[src/rtl/physics_pkg.sv]
// Shared types, default widths and saturation helper for the node integrator.
// Pure declarations: no logic, no latency, no flow control.
package physics_pkg;

    localparam int DEF_NUM_NODES     = 8;
    localparam int DEF_POSITION_SIZE = 16;
    localparam int DEF_VELOCITY_SIZE = 16;
    localparam int DEF_FORCE_SIZE    = 16;
    localparam int DEF_MASS_SHIFT    = 4;
    localparam int DEF_DT_SHIFT      = 4;
    localparam int DEF_GRAVITY       = -2;
    localparam int DEF_FLOOR_Y       = 0;

    // Working width for the un-saturated sums; must exceed every operand width by 2+ bits.
    localparam int CALC_W = 32;

    typedef enum logic [1:0] {
        ST_IDLE,
        ST_ACCUM,
        ST_COMMIT
    } integ_state_t;

    function automatic logic signed [CALC_W-1:0] sat_signed(
        input logic signed [CALC_W-1:0] v,
        input int                       w
    );
        logic signed [CALC_W-1:0] hi;
        logic signed [CALC_W-1:0] lo;
        hi = (32'sd1 <<< (w - 1)) - 32'sd1;
        lo = -hi - 32'sd1;
        if (v > hi) return hi;
        if (v < lo) return lo;
        return v;
    endfunction

endpackage

[src/rtl/node_update.sv]
// Combinational semi-implicit Euler update of one node (velocity first, then position).
// Latency: zero cycles. Backpressure: none, pure function of its inputs.
// Optional floor clamp on y is built when NODE_FLOOR_CLAMP_EN is defined.
module node_update
    import physics_pkg::*;
#(
    parameter int POSITION_SIZE = DEF_POSITION_SIZE,
    parameter int VELOCITY_SIZE = DEF_VELOCITY_SIZE,
    parameter int FORCE_SIZE    = DEF_FORCE_SIZE,
    parameter int MASS_SHIFT    = DEF_MASS_SHIFT,
    parameter int DT_SHIFT      = DEF_DT_SHIFT,
    parameter int GRAVITY       = DEF_GRAVITY
`ifdef NODE_FLOOR_CLAMP_EN
    ,
    parameter int FLOOR_Y       = DEF_FLOOR_Y
`endif
) (
    input  logic signed [POSITION_SIZE-1:0] pos_x,
    input  logic signed [POSITION_SIZE-1:0] pos_y,
    input  logic signed [VELOCITY_SIZE-1:0] vel_x,
    input  logic signed [VELOCITY_SIZE-1:0] vel_y,
    input  logic signed [FORCE_SIZE-1:0]    force_x,
    input  logic signed [FORCE_SIZE-1:0]    force_y,
    output logic signed [POSITION_SIZE-1:0] next_x,
    output logic signed [POSITION_SIZE-1:0] next_y,
    output logic signed [VELOCITY_SIZE-1:0] next_vx,
    output logic signed [VELOCITY_SIZE-1:0] next_vy
);

    function automatic logic signed [CALC_W-1:0] sext_p(input logic signed [POSITION_SIZE-1:0] v);
        return {{(CALC_W-POSITION_SIZE){v[POSITION_SIZE-1]}}, v};
    endfunction

    function automatic logic signed [CALC_W-1:0] sext_v(input logic signed [VELOCITY_SIZE-1:0] v);
        return {{(CALC_W-VELOCITY_SIZE){v[VELOCITY_SIZE-1]}}, v};
    endfunction

    function automatic logic signed [CALC_W-1:0] sext_f(input logic signed [FORCE_SIZE-1:0] v);
        return {{(CALC_W-FORCE_SIZE){v[FORCE_SIZE-1]}}, v};
    endfunction

    function automatic logic signed [POSITION_SIZE-1:0] sat_p(input logic signed [CALC_W-1:0] v);
        logic signed [CALC_W-1:0] c;
        c = sat_signed(v, POSITION_SIZE);
        return c[POSITION_SIZE-1:0];
    endfunction

    function automatic logic signed [VELOCITY_SIZE-1:0] sat_v(input logic signed [CALC_W-1:0] v);
        logic signed [CALC_W-1:0] c;
        c = sat_signed(v, VELOCITY_SIZE);
        return c[VELOCITY_SIZE-1:0];
    endfunction

    always_comb begin
        next_vx = sat_v(sext_v(vel_x) + (sext_f(force_x) >>> MASS_SHIFT));
        next_vy = sat_v(sext_v(vel_y) + (sext_f(force_y) >>> MASS_SHIFT) + GRAVITY);
        // Position uses the freshly saturated velocity (semi-implicit step).
        next_x  = sat_p(sext_p(pos_x) + (sext_v(next_vx) >>> DT_SHIFT));
        next_y  = sat_p(sext_p(pos_y) + (sext_v(next_vy) >>> DT_SHIFT));
`ifdef NODE_FLOOR_CLAMP_EN
        if (next_y < POSITION_SIZE'(FLOOR_Y)) begin
            next_y = POSITION_SIZE'(FLOOR_Y);
            if (next_vy[VELOCITY_SIZE-1]) next_vy = '0;
        end
`endif
    end

endmodule

[src/rtl/node_integrator.sv]
// Per-frame Euler integrator: beats update a shadow buffer, force_done commits it atomically.
// Latency: beat lands in shadow at its sampling edge; commit + step_done one cycle after done.
// Backpressure: none; one beat per cycle accepted, excess beats dropped and flagged.
// NODE_FLOOR_CLAMP_EN enables the floor clamp (and the FLOOR_Y parameter).
module node_integrator
    import physics_pkg::*;
#(
    parameter int NUM_NODES     = DEF_NUM_NODES,
    parameter int POSITION_SIZE = DEF_POSITION_SIZE,
    parameter int VELOCITY_SIZE = DEF_VELOCITY_SIZE,
    parameter int FORCE_SIZE    = DEF_FORCE_SIZE,
    parameter int MASS_SHIFT    = DEF_MASS_SHIFT,
    parameter int DT_SHIFT      = DEF_DT_SHIFT,
    parameter int GRAVITY       = DEF_GRAVITY
`ifdef NODE_FLOOR_CLAMP_EN
    ,
    parameter int FLOOR_Y       = DEF_FLOOR_Y
`endif
) (
    input  logic                                             clk_in,
    input  logic                                             rst_in,
    input  logic                                             force_valid,
    input  logic signed [FORCE_SIZE-1:0]                     force_x,
    input  logic signed [FORCE_SIZE-1:0]                     force_y,
    input  logic                                             force_done,
    input  logic                                             init_valid,
    input  logic [$clog2(NUM_NODES)-1:0]                     init_index,
    input  logic signed [POSITION_SIZE-1:0]                  init_x,
    input  logic signed [POSITION_SIZE-1:0]                  init_y,
    input  logic signed [VELOCITY_SIZE-1:0]                  init_vx,
    input  logic signed [VELOCITY_SIZE-1:0]                  init_vy,
    output logic [1:0][NUM_NODES-1:0][POSITION_SIZE-1:0]     nodes,
    output logic [1:0][NUM_NODES-1:0][VELOCITY_SIZE-1:0]     velocities,
    output logic                                             step_done,
    output logic                                             busy,
    output logic                                             overflow_flag,
    output logic                                             short_flag
);

    localparam int IW = $clog2(NUM_NODES);
    localparam int CW = IW + 1;
    localparam logic [CW-1:0] N_CNT = CW'(NUM_NODES);

    integ_state_t state_q, state_d;
    logic [CW-1:0] cnt_q, cnt_after;
    logic [IW-1:0] beat_idx;
    logic          beat_live, beat_ok, beat_drop, short_set;

    logic signed [POSITION_SIZE-1:0] sh_x  [NUM_NODES];
    logic signed [POSITION_SIZE-1:0] sh_y  [NUM_NODES];
    logic signed [VELOCITY_SIZE-1:0] sh_vx [NUM_NODES];
    logic signed [VELOCITY_SIZE-1:0] sh_vy [NUM_NODES];
    logic signed [POSITION_SIZE-1:0] cm_x  [NUM_NODES];
    logic signed [POSITION_SIZE-1:0] cm_y  [NUM_NODES];
    logic signed [VELOCITY_SIZE-1:0] cm_vx [NUM_NODES];
    logic signed [VELOCITY_SIZE-1:0] cm_vy [NUM_NODES];

    logic signed [POSITION_SIZE-1:0] upd_x, upd_y;
    logic signed [VELOCITY_SIZE-1:0] upd_vx, upd_vy;

    // Beats arriving while the commit is in flight are not part of any frame.
    assign beat_live = force_valid && (state_q != ST_COMMIT);
    assign beat_ok   = beat_live && (cnt_q < N_CNT);
    assign beat_drop = beat_live && (cnt_q >= N_CNT);
    assign cnt_after = cnt_q + CW'(beat_ok);
    assign beat_idx  = cnt_q[IW-1:0];
    assign short_set = force_done && (state_q != ST_COMMIT) && (cnt_after < N_CNT);
    assign busy      = (state_q == ST_ACCUM) || (state_q == ST_COMMIT);

    node_update #(
        .POSITION_SIZE (POSITION_SIZE),
        .VELOCITY_SIZE (VELOCITY_SIZE),
        .FORCE_SIZE    (FORCE_SIZE),
        .MASS_SHIFT    (MASS_SHIFT),
        .DT_SHIFT      (DT_SHIFT),
        .GRAVITY       (GRAVITY)
`ifdef NODE_FLOOR_CLAMP_EN
        ,
        .FLOOR_Y       (FLOOR_Y)
`endif
    ) u_node_update (
        .pos_x   (sh_x[beat_idx]),
        .pos_y   (sh_y[beat_idx]),
        .vel_x   (sh_vx[beat_idx]),
        .vel_y   (sh_vy[beat_idx]),
        .force_x (force_x),
        .force_y (force_y),
        .next_x  (upd_x),
        .next_y  (upd_y),
        .next_vx (upd_vx),
        .next_vy (upd_vy)
    );

    always_comb begin
        state_d = state_q;
        unique case (state_q)
            ST_IDLE: begin
                if (force_done)       state_d = ST_COMMIT;
                else if (force_valid) state_d = ST_ACCUM;
            end
            ST_ACCUM: begin
                if (force_done) state_d = ST_COMMIT;
            end
            ST_COMMIT: state_d = ST_IDLE;
            default:   state_d = ST_IDLE;
        endcase
    end

    always_ff @(posedge clk_in or negedge rst_in) begin
        if (!rst_in) begin
            state_q       <= ST_IDLE;
            cnt_q         <= '0;
            step_done     <= 1'b0;
            overflow_flag <= 1'b0;
            short_flag    <= 1'b0;
        end else begin
            state_q       <= state_d;
            cnt_q         <= (state_q == ST_COMMIT) ? '0 : cnt_after;
            step_done     <= (state_q == ST_COMMIT);
            overflow_flag <= overflow_flag | beat_drop;
            short_flag    <= short_flag | short_set;
        end
    end

    always_ff @(posedge clk_in or negedge rst_in) begin
        if (!rst_in) begin
            for (int i = 0; i < NUM_NODES; i++) begin
                sh_x[i]  <= '0;
                sh_y[i]  <= '0;
                sh_vx[i] <= '0;
                sh_vy[i] <= '0;
                cm_x[i]  <= '0;
                cm_y[i]  <= '0;
                cm_vx[i] <= '0;
                cm_vy[i] <= '0;
            end
        end else begin
            if ((state_q == ST_IDLE) && init_valid) begin
                sh_x[init_index]  <= init_x;
                sh_y[init_index]  <= init_y;
                sh_vx[init_index] <= init_vx;
                sh_vy[init_index] <= init_vy;
                cm_x[init_index]  <= init_x;
                cm_y[init_index]  <= init_y;
                cm_vx[init_index] <= init_vx;
                cm_vy[init_index] <= init_vy;
            end
            // A beat on the same node as a concurrent init wins in the shadow.
            if (beat_ok) begin
                sh_x[beat_idx]  <= upd_x;
                sh_y[beat_idx]  <= upd_y;
                sh_vx[beat_idx] <= upd_vx;
                sh_vy[beat_idx] <= upd_vy;
            end
            if (state_q == ST_COMMIT) begin
                for (int i = 0; i < NUM_NODES; i++) begin
                    cm_x[i]  <= sh_x[i];
                    cm_y[i]  <= sh_y[i];
                    cm_vx[i] <= sh_vx[i];
                    cm_vy[i] <= sh_vy[i];
                end
            end
        end
    end

    always_comb begin
        for (int i = 0; i < NUM_NODES; i++) begin
            nodes[0][i]      = cm_x[i];
            nodes[1][i]      = cm_y[i];
            velocities[0][i] = cm_vx[i];
            velocities[1][i] = cm_vy[i];
        end
    end

endmodule

[config.mk]
export PLATFORM = sky130hd
export DESIGN_NAME = node_integrator
export DESIGN_NICKNAME = d
export VERILOG_FILES = /design/src/rtl/physics_pkg.sv /design/src/rtl/node_update.sv /design/src/rtl/node_integrator.sv
export SDC_FILE = /design/constraint.sdc
export NUM_CORES = 2
export LEC_CHECK = 0
export CORE_ASPECT_RATIO = 0.7
export CORE_MARGIN = 5
export CORE_UTILIZATION = 45
export CTS_CLUSTER_DIAMETER = 100
export CTS_CLUSTER_SIZE = 14
export DETAILED_ROUTE_END_ITERATION = 8
export PLACE_DENSITY_LB_ADDON = 0.3
export SYNTH_ARGS = -nofsm -noshare
export SYNTH_HDL_FRONTEND = slang
export SYNTH_SLANG_ARGS = --single-unit
[constraint.sdc]
create_clock -name clk_in -period 6.5 [get_ports clk_in]
set_input_delay 0.975 -clock clk_in [delete_from_list [all_inputs] [get_ports clk_in]]
set_output_delay 0.975 -clock clk_in [all_outputs]
set_load 0.005 [all_outputs]
==> Word-level counts from Yosys, hierarchy flattened <==
Cells that the tools add are included.
{ "classes": {"addsub": 6, "magnitude_cmp": 15, "eq_ne": 5, "n_mux": 77, "n_bitwise": 4, "n_reduce_logical": 12} }
{ "op_table": {"columns": ["operator", "count"], "rows": [
  ["$mux W128", 16],
  ["$bwmux W128", 12],
  ["$mux W16", 26],
  ["$bmux W16 S3", 4],
  ["$demux W16 S3", 2],
  ["$add A16 B12 Y17", 4],
  ["$gt A17 B16 Y1 const B", 3],
  ["$lt A17 B16 Y1 const B", 3],
  ["$gt A32 B16 Y1 const B", 1],
  ["$lt A32 B16 Y1 const B", 1],
  ["$add A17 B2 Y18 const B", 1],
  ["$ge A4 B4 Y1 const B", 3],
  ["$mux W1", 12],
  ["$logic_and A1 B1 Y1", 8],
  ["$lt A4 B1 Y1 const B", 2],
  ["$lt A4 B4 Y1 const B", 2],
  ["$not A3 Y4", 2],
  ["$mux W2", 3],
  ["$add A4 B1 Y4", 1],
  ["$mux W4", 1],
  ["$ne A2 B2 Y1 const B", 2],
  ["$pmux W2 S2", 1],
  ["$ne A3 B3 Y1 const B", 1],
  ["$eq A2 B1 Y1 const B", 1],
  ["6 further kinds", 7]
]} }
{ "totals": {"ff_bits": 1033, "in_bits": 104, "out_inout_bits": 516} }

==> Logic depth before layout (Yosys ltp) <==
{ "depth": {"depth_word": 19, "depth_mapped": 32, "ltp_nobuf": 28} }

==> Cells and area by module <==
From an unflattened synthesis, not the netlist that was laid out.
{ "unflattened": {"hier_cells": 6589, "area_unflattened_um2": 56867.0} }
{ "by_module_without_submodules": {"columns": ["module", "n_inst", "cells_each", "area_each_um2", "seq_area_each_um2"], "rows": [
  ["node_integrator", 1, 6036, 52877.0, 25849.8],
  ["node_update", 1, 553, 3990.1, 0.0]
]} }

==> Worst setup path after synthesis <==
Ideal clock, no wire load.
{ "synth_timing": {"path_type": "register to register", "from": "register cnt_q[2]", "to": "register sh_y[10] (netlist name)", "setup_time_ns": 0.137, "arrival_ns": 6.522, "required_ns": 6.363, "slack_ns": -0.159, "path_stages_with_launch": 27, "n_path_buf": 5, "period_less_slack_ns": 6.659, "path_cell_list": "dfrtp_1 > clkbuf_1 > nor3_1 > clkbuf_1 > clkbuf_1 > a221oi_1 > and3_1 > ha_1 > inv_1 > ha_1 > a21o_1 > or3_1 > o211ai_1 > o31a_1 > a22o_1 > buf_4 > nor2_1 > nor3_2 > inv_1 > ha_1 > or4_1 > o21a_1 > a311o_1 > o2bb2ai_2 > buf_6 > a311oi_4 > a21oi_1"} }
{ "synth_via": {"elab_chain_len": 19, "elab_cells_between_ends": 35, "classes_between": "add/sub: 3; order compare: 7; mux: 22; bitwise: 1; reduce/logical: 2"} }
{ "synth_rtl": {"columns": ["item", "line", "text"], "rows": [
  ["start: declaration", "node_integrator.sv:45", "logic [CW-1:0] cnt_q, cnt_after;"],
  ["start signal: assignment", "node_integrator.sv:118", "cnt_q <= (state_q == ST_COMMIT) ? '0 : cnt_after;"],
  ["$not A3 Y4 (implied by the code)", "node_integrator.sv:83, node_integrator.sv:85, node_integrator.sv:151", null],
  ["$bmux W16 S3", "node_integrator.sv:85", ".vel_y (sh_vy[beat_idx]),"],
  ["$mux W16 (implied by the code) (2 in series)", "node_integrator.sv:85", null],
  ["$add A16 B12 Y17", "node_update.sv:56", "next_vy = sat_v(sext_v(vel_y) + (sext_f(force_y) >>> MASS_SHIFT) + GRAVITY);"],
  ["$add A17 B2 Y18", "node_update.sv:56", null],
  ["$lt A32 B16 Y1", "physics_pkg.sv:32", "if (v < lo) return lo;"],
  ["$mux W1 (2 in series)", "physics_pkg.sv:32", null],
  ["$mux W16", "physics_pkg.sv:33", "return v;"],
  ["$mux W16", "physics_pkg.sv:32", null],
  ["$add A16 B12 Y17", "node_update.sv:59", "next_y = sat_p(sext_p(pos_y) + (sext_v(next_vy) >>> DT_SHIFT));"],
  ["$lt A17 B16 Y1", "physics_pkg.sv:32", null],
  ["$mux W1 (2 in series)", "physics_pkg.sv:32", null],
  ["$mux W16", "physics_pkg.sv:33", null],
  ["$mux W16", "physics_pkg.sv:32", null],
  ["$bwmux W128", "node_integrator.sv:151", "sh_y[beat_idx] <= upd_y;"],
  ["$mux W128 *", "node_integrator.sv:149", "if (beat_ok) begin"],
  ["end signal: indexed assignment", "node_integrator.sv:140", "sh_y[init_index] <= init_y;"],
  ["end signal: indexed assignment", "node_integrator.sv:151", null],
  ["end: declaration", "node_integrator.sv:50", "logic signed [POSITION_SIZE-1:0] sh_y [NUM_NODES];"]
]} }
Mark *: on every way between the ends. The rest lies on a longest branch, timed or not. The select of a mux whose other input is x is not followed.
A chain may end at the register's enable or synchronous reset.

==> Worst setup path in the final report <==
{ "layout_timing": {"from": "register cnt_q[0]", "to": "register sh_y[98] (netlist name)"} }
The elaborated chain is that of the path after synthesis.

==> impl_results.md <==
- Status: complete, no violations
- Vias post-DR: 51.6k
- Clock Sinks: 1033
- Layout Area Growth over Synthesis: 21.9%
- # H-tree levels: 3
- Initial Utilization: 45.3%
- Port buffer count: 611
- # rows: 105
- Largest net degree at the start of global routing: 233
- Drt wl/cell: 27.7 microns
- Post-synthesis sequential area ratio: 48.8%
- Synth Register Bits: 1033
- Fraction of layout cells with a size suffix above 1: 8.27%
- CTS tree: built
- Die height: 297 microns
- Clk pin slew, worst setup/hold paths: 70 ps
- Worst endpoint data arrival time: 6890 ps
- Fin Clk Skew: 33.0 ps
- Synth Instances: 6116
- First-pass DRT Iterations: 8
- EDFF count, synth: 0
- Worst Hold Class: input port to asynchronous set/reset pin
- DP Area: 61600 sq um
- Slew Limit Fails: 0
- Die W: 420 microns
- Cell area after layout: 64600 sq um
- Clock Latency Late Sink: 690 ps
- Synth async-reset ratio: 100%
- DRT antenna net count: 0
- Vias in the first global route: 49.0k
- Dpl hpwl: 147 mm
- Ports: 620
- CORE AREA: 117000 sq um
- Iteration-0 DRC Markers: 7227
- Root Driver: clkbuf_16
- Synth area leaders: dfrtp_1 49%, nand2_1 10%, a21oi_1 7.0%
- Cell variety after synth: 80
- Synth top area share: 48.8%
- WL final: 226 mm
- Mapped Area: 53000 sq um
- Syn Area/Cell: 8.66 sq um
- GRT Total Usage: 34.8%
- Top FF cell, synth: dfrtp_1
- Net Count, Synth: 6309
- Post-layout nets: 6765
- Worst Setup End Kind: flop
- Crit-path max cell delay: 450 ps
- Die ar.: 125000 sq um
- Max Root-Sink Buffers: 3
- Final min period: 6350 ps
- Slew headroom: 11.4%
- GPL Wtd Cong: 0.926
- Area leader, netlist: dfrtp_1
- Ys Warns: 0
- Fin Setup TNS: 0 ps
- Max-Cap Viols: 0
- CTS Buf Count: 83
- Initial antenna violation count: 12
- Slowest CP cell: dfrtp_2
- Final setup viols: 0
- Max Clk Rate: 0.157 GHz
- Crit Path Max Fanout: 8
- Critical path class: flop to flop
- CP startpoint kind: flop
- Vias/cell: 6.34
- Worst slew pin tran: 1320 ps
- Global-route wire length before repair: 329 mm
- # DRC: 0
- RSZ-0062 raised after global routing: true
- Reg2Reg Depth: 28
- Fin. Hold Viols: 0
- Remaining global-route overflow: 0
- Hold slack: 321 ps
- WP data required: 7030 ps
- Crit share post-route: 97.7%
## layout make-up
class | instances | area, sq um
inverters | 144 | 543
clock inverters | 4 | 57.6
flip-flops and latches | 1033 | 25900
multi-input cells | 4418 | 25300
fillers | 10435 | 52500
well taps | 1551 | 1940
clock buffers | 88 | 2170
repair buffers | 892 | 8750
diodes | 10 | 25.0
## Yosys cell counts (all sizes together) (114+ instances only)
cell type,n
nand2,1426
o22ai,130
nor2,136
dfrtp,1033
mux2i,159
and3,257
a211oi,186
and2,170
o21ai,496
a22oi,127
clkbuf,488
a21oi,750
inv,142
a21o,114
## through the flow
| step | instances | utilization (%) | worst slack (ps) |
|---|---|---|---|
| after floorplan | 6116 | - | 8.77 |
| after global placement | 8015 | 52.6 | -301 |
| after detailed placement | 8015 | 52.6 | -417 |
| after CTS | 8116 | 54.7 | 1.92 |
| after global routing | 8137 | 55.2 | -78.8 |
| final | 8140 | 55.2 | 147 |
## placed cells by master (no fill, tap or decap), drive strengths merged, types with 62 or more instances in the layout
cell and count:
a21o 114, a22oi 127, buf 282, clkbuf 88, o22ai 130, mux2i 159
dfrtp 1033, and3 257, nor2 136, nand2 1426, a211oi 186, a21oi 750
ha 85, a31oi 62, clkdlybuf4s50 610, inv 144, and2 170, o21ai 496
## state kept, by name, summed over array words and instances, names as in the netlist
signal and count:
short_flag 1, step_done 1, overflow_flag 1, sh_y 128, sh_x 128, velocities 256
cnt_q 4, sh_vx 128, sh_vy 128, nodes 256, state_q 2
## routing by layer
layer	wire (microns)	GRT usage [%]	vias to the layer above
li1	-	-	22206
met1	89100	47.8	25341
met2	97500	51.3	3447
met3	25600	8.53	644
met4	13300	17.8	0
met5	0	0.0385	-
## repair_timing
| action | 4_1_cts | 5_1_grt |
|---|---|---|
| hold buffers | 0 | 0 |
| resized for setup | 16 | 100 |
| setup endpoints to repair | 160 | 248 |
| pin swaps | 11 | 33 |
| setup buffers | 9 | 14 |
## critical path: cells and delay by family (launching register included)
family | cells | cell delay [ps]
AO/OA/AOI/OAI | 13 | 2880
adder cells (fa/ha/maj) | 4 | 1030
AND/OR/NAND/NOR | 4 | 760
buffers and inverters | 6 | 700
flip-flops | 1 | 450
multiplexers | 1 | 360
## worst paths after layout
check                           start          to  slack [ps]
setup / recovery             cnt_q[0]    sh_y[98]         150
hold / removal                 rst_in   nodes[11]         320
min in group clk_in        short_flag  short_flag         480
max in group asynchronous      rst_in    cnt_q[2]        4450
setup reg to reg             cnt_q[0]    sh_y[98]         150
hold reg to reg            short_flag  short_flag         480
## logic make-up (layout without fill, tap and decap cells)
family	after synthesis	in the layout	synth area share, %
and+or+nand+nor	2138	2138	17.9
AOI/OAI and AO/OA	1961	1961	22.1
DFF	1033	1033	48.8
buffers and inverters	665	1128	4.78
muxes	160	160	3.03
adders and majority gates	110	110	2.58
xor gates and xnor gates	49	49	0.810
other	0	10	0
Power is not shown: default switching activity piles up to over one toggle a cycle in this logic, so the estimate is an artifact.
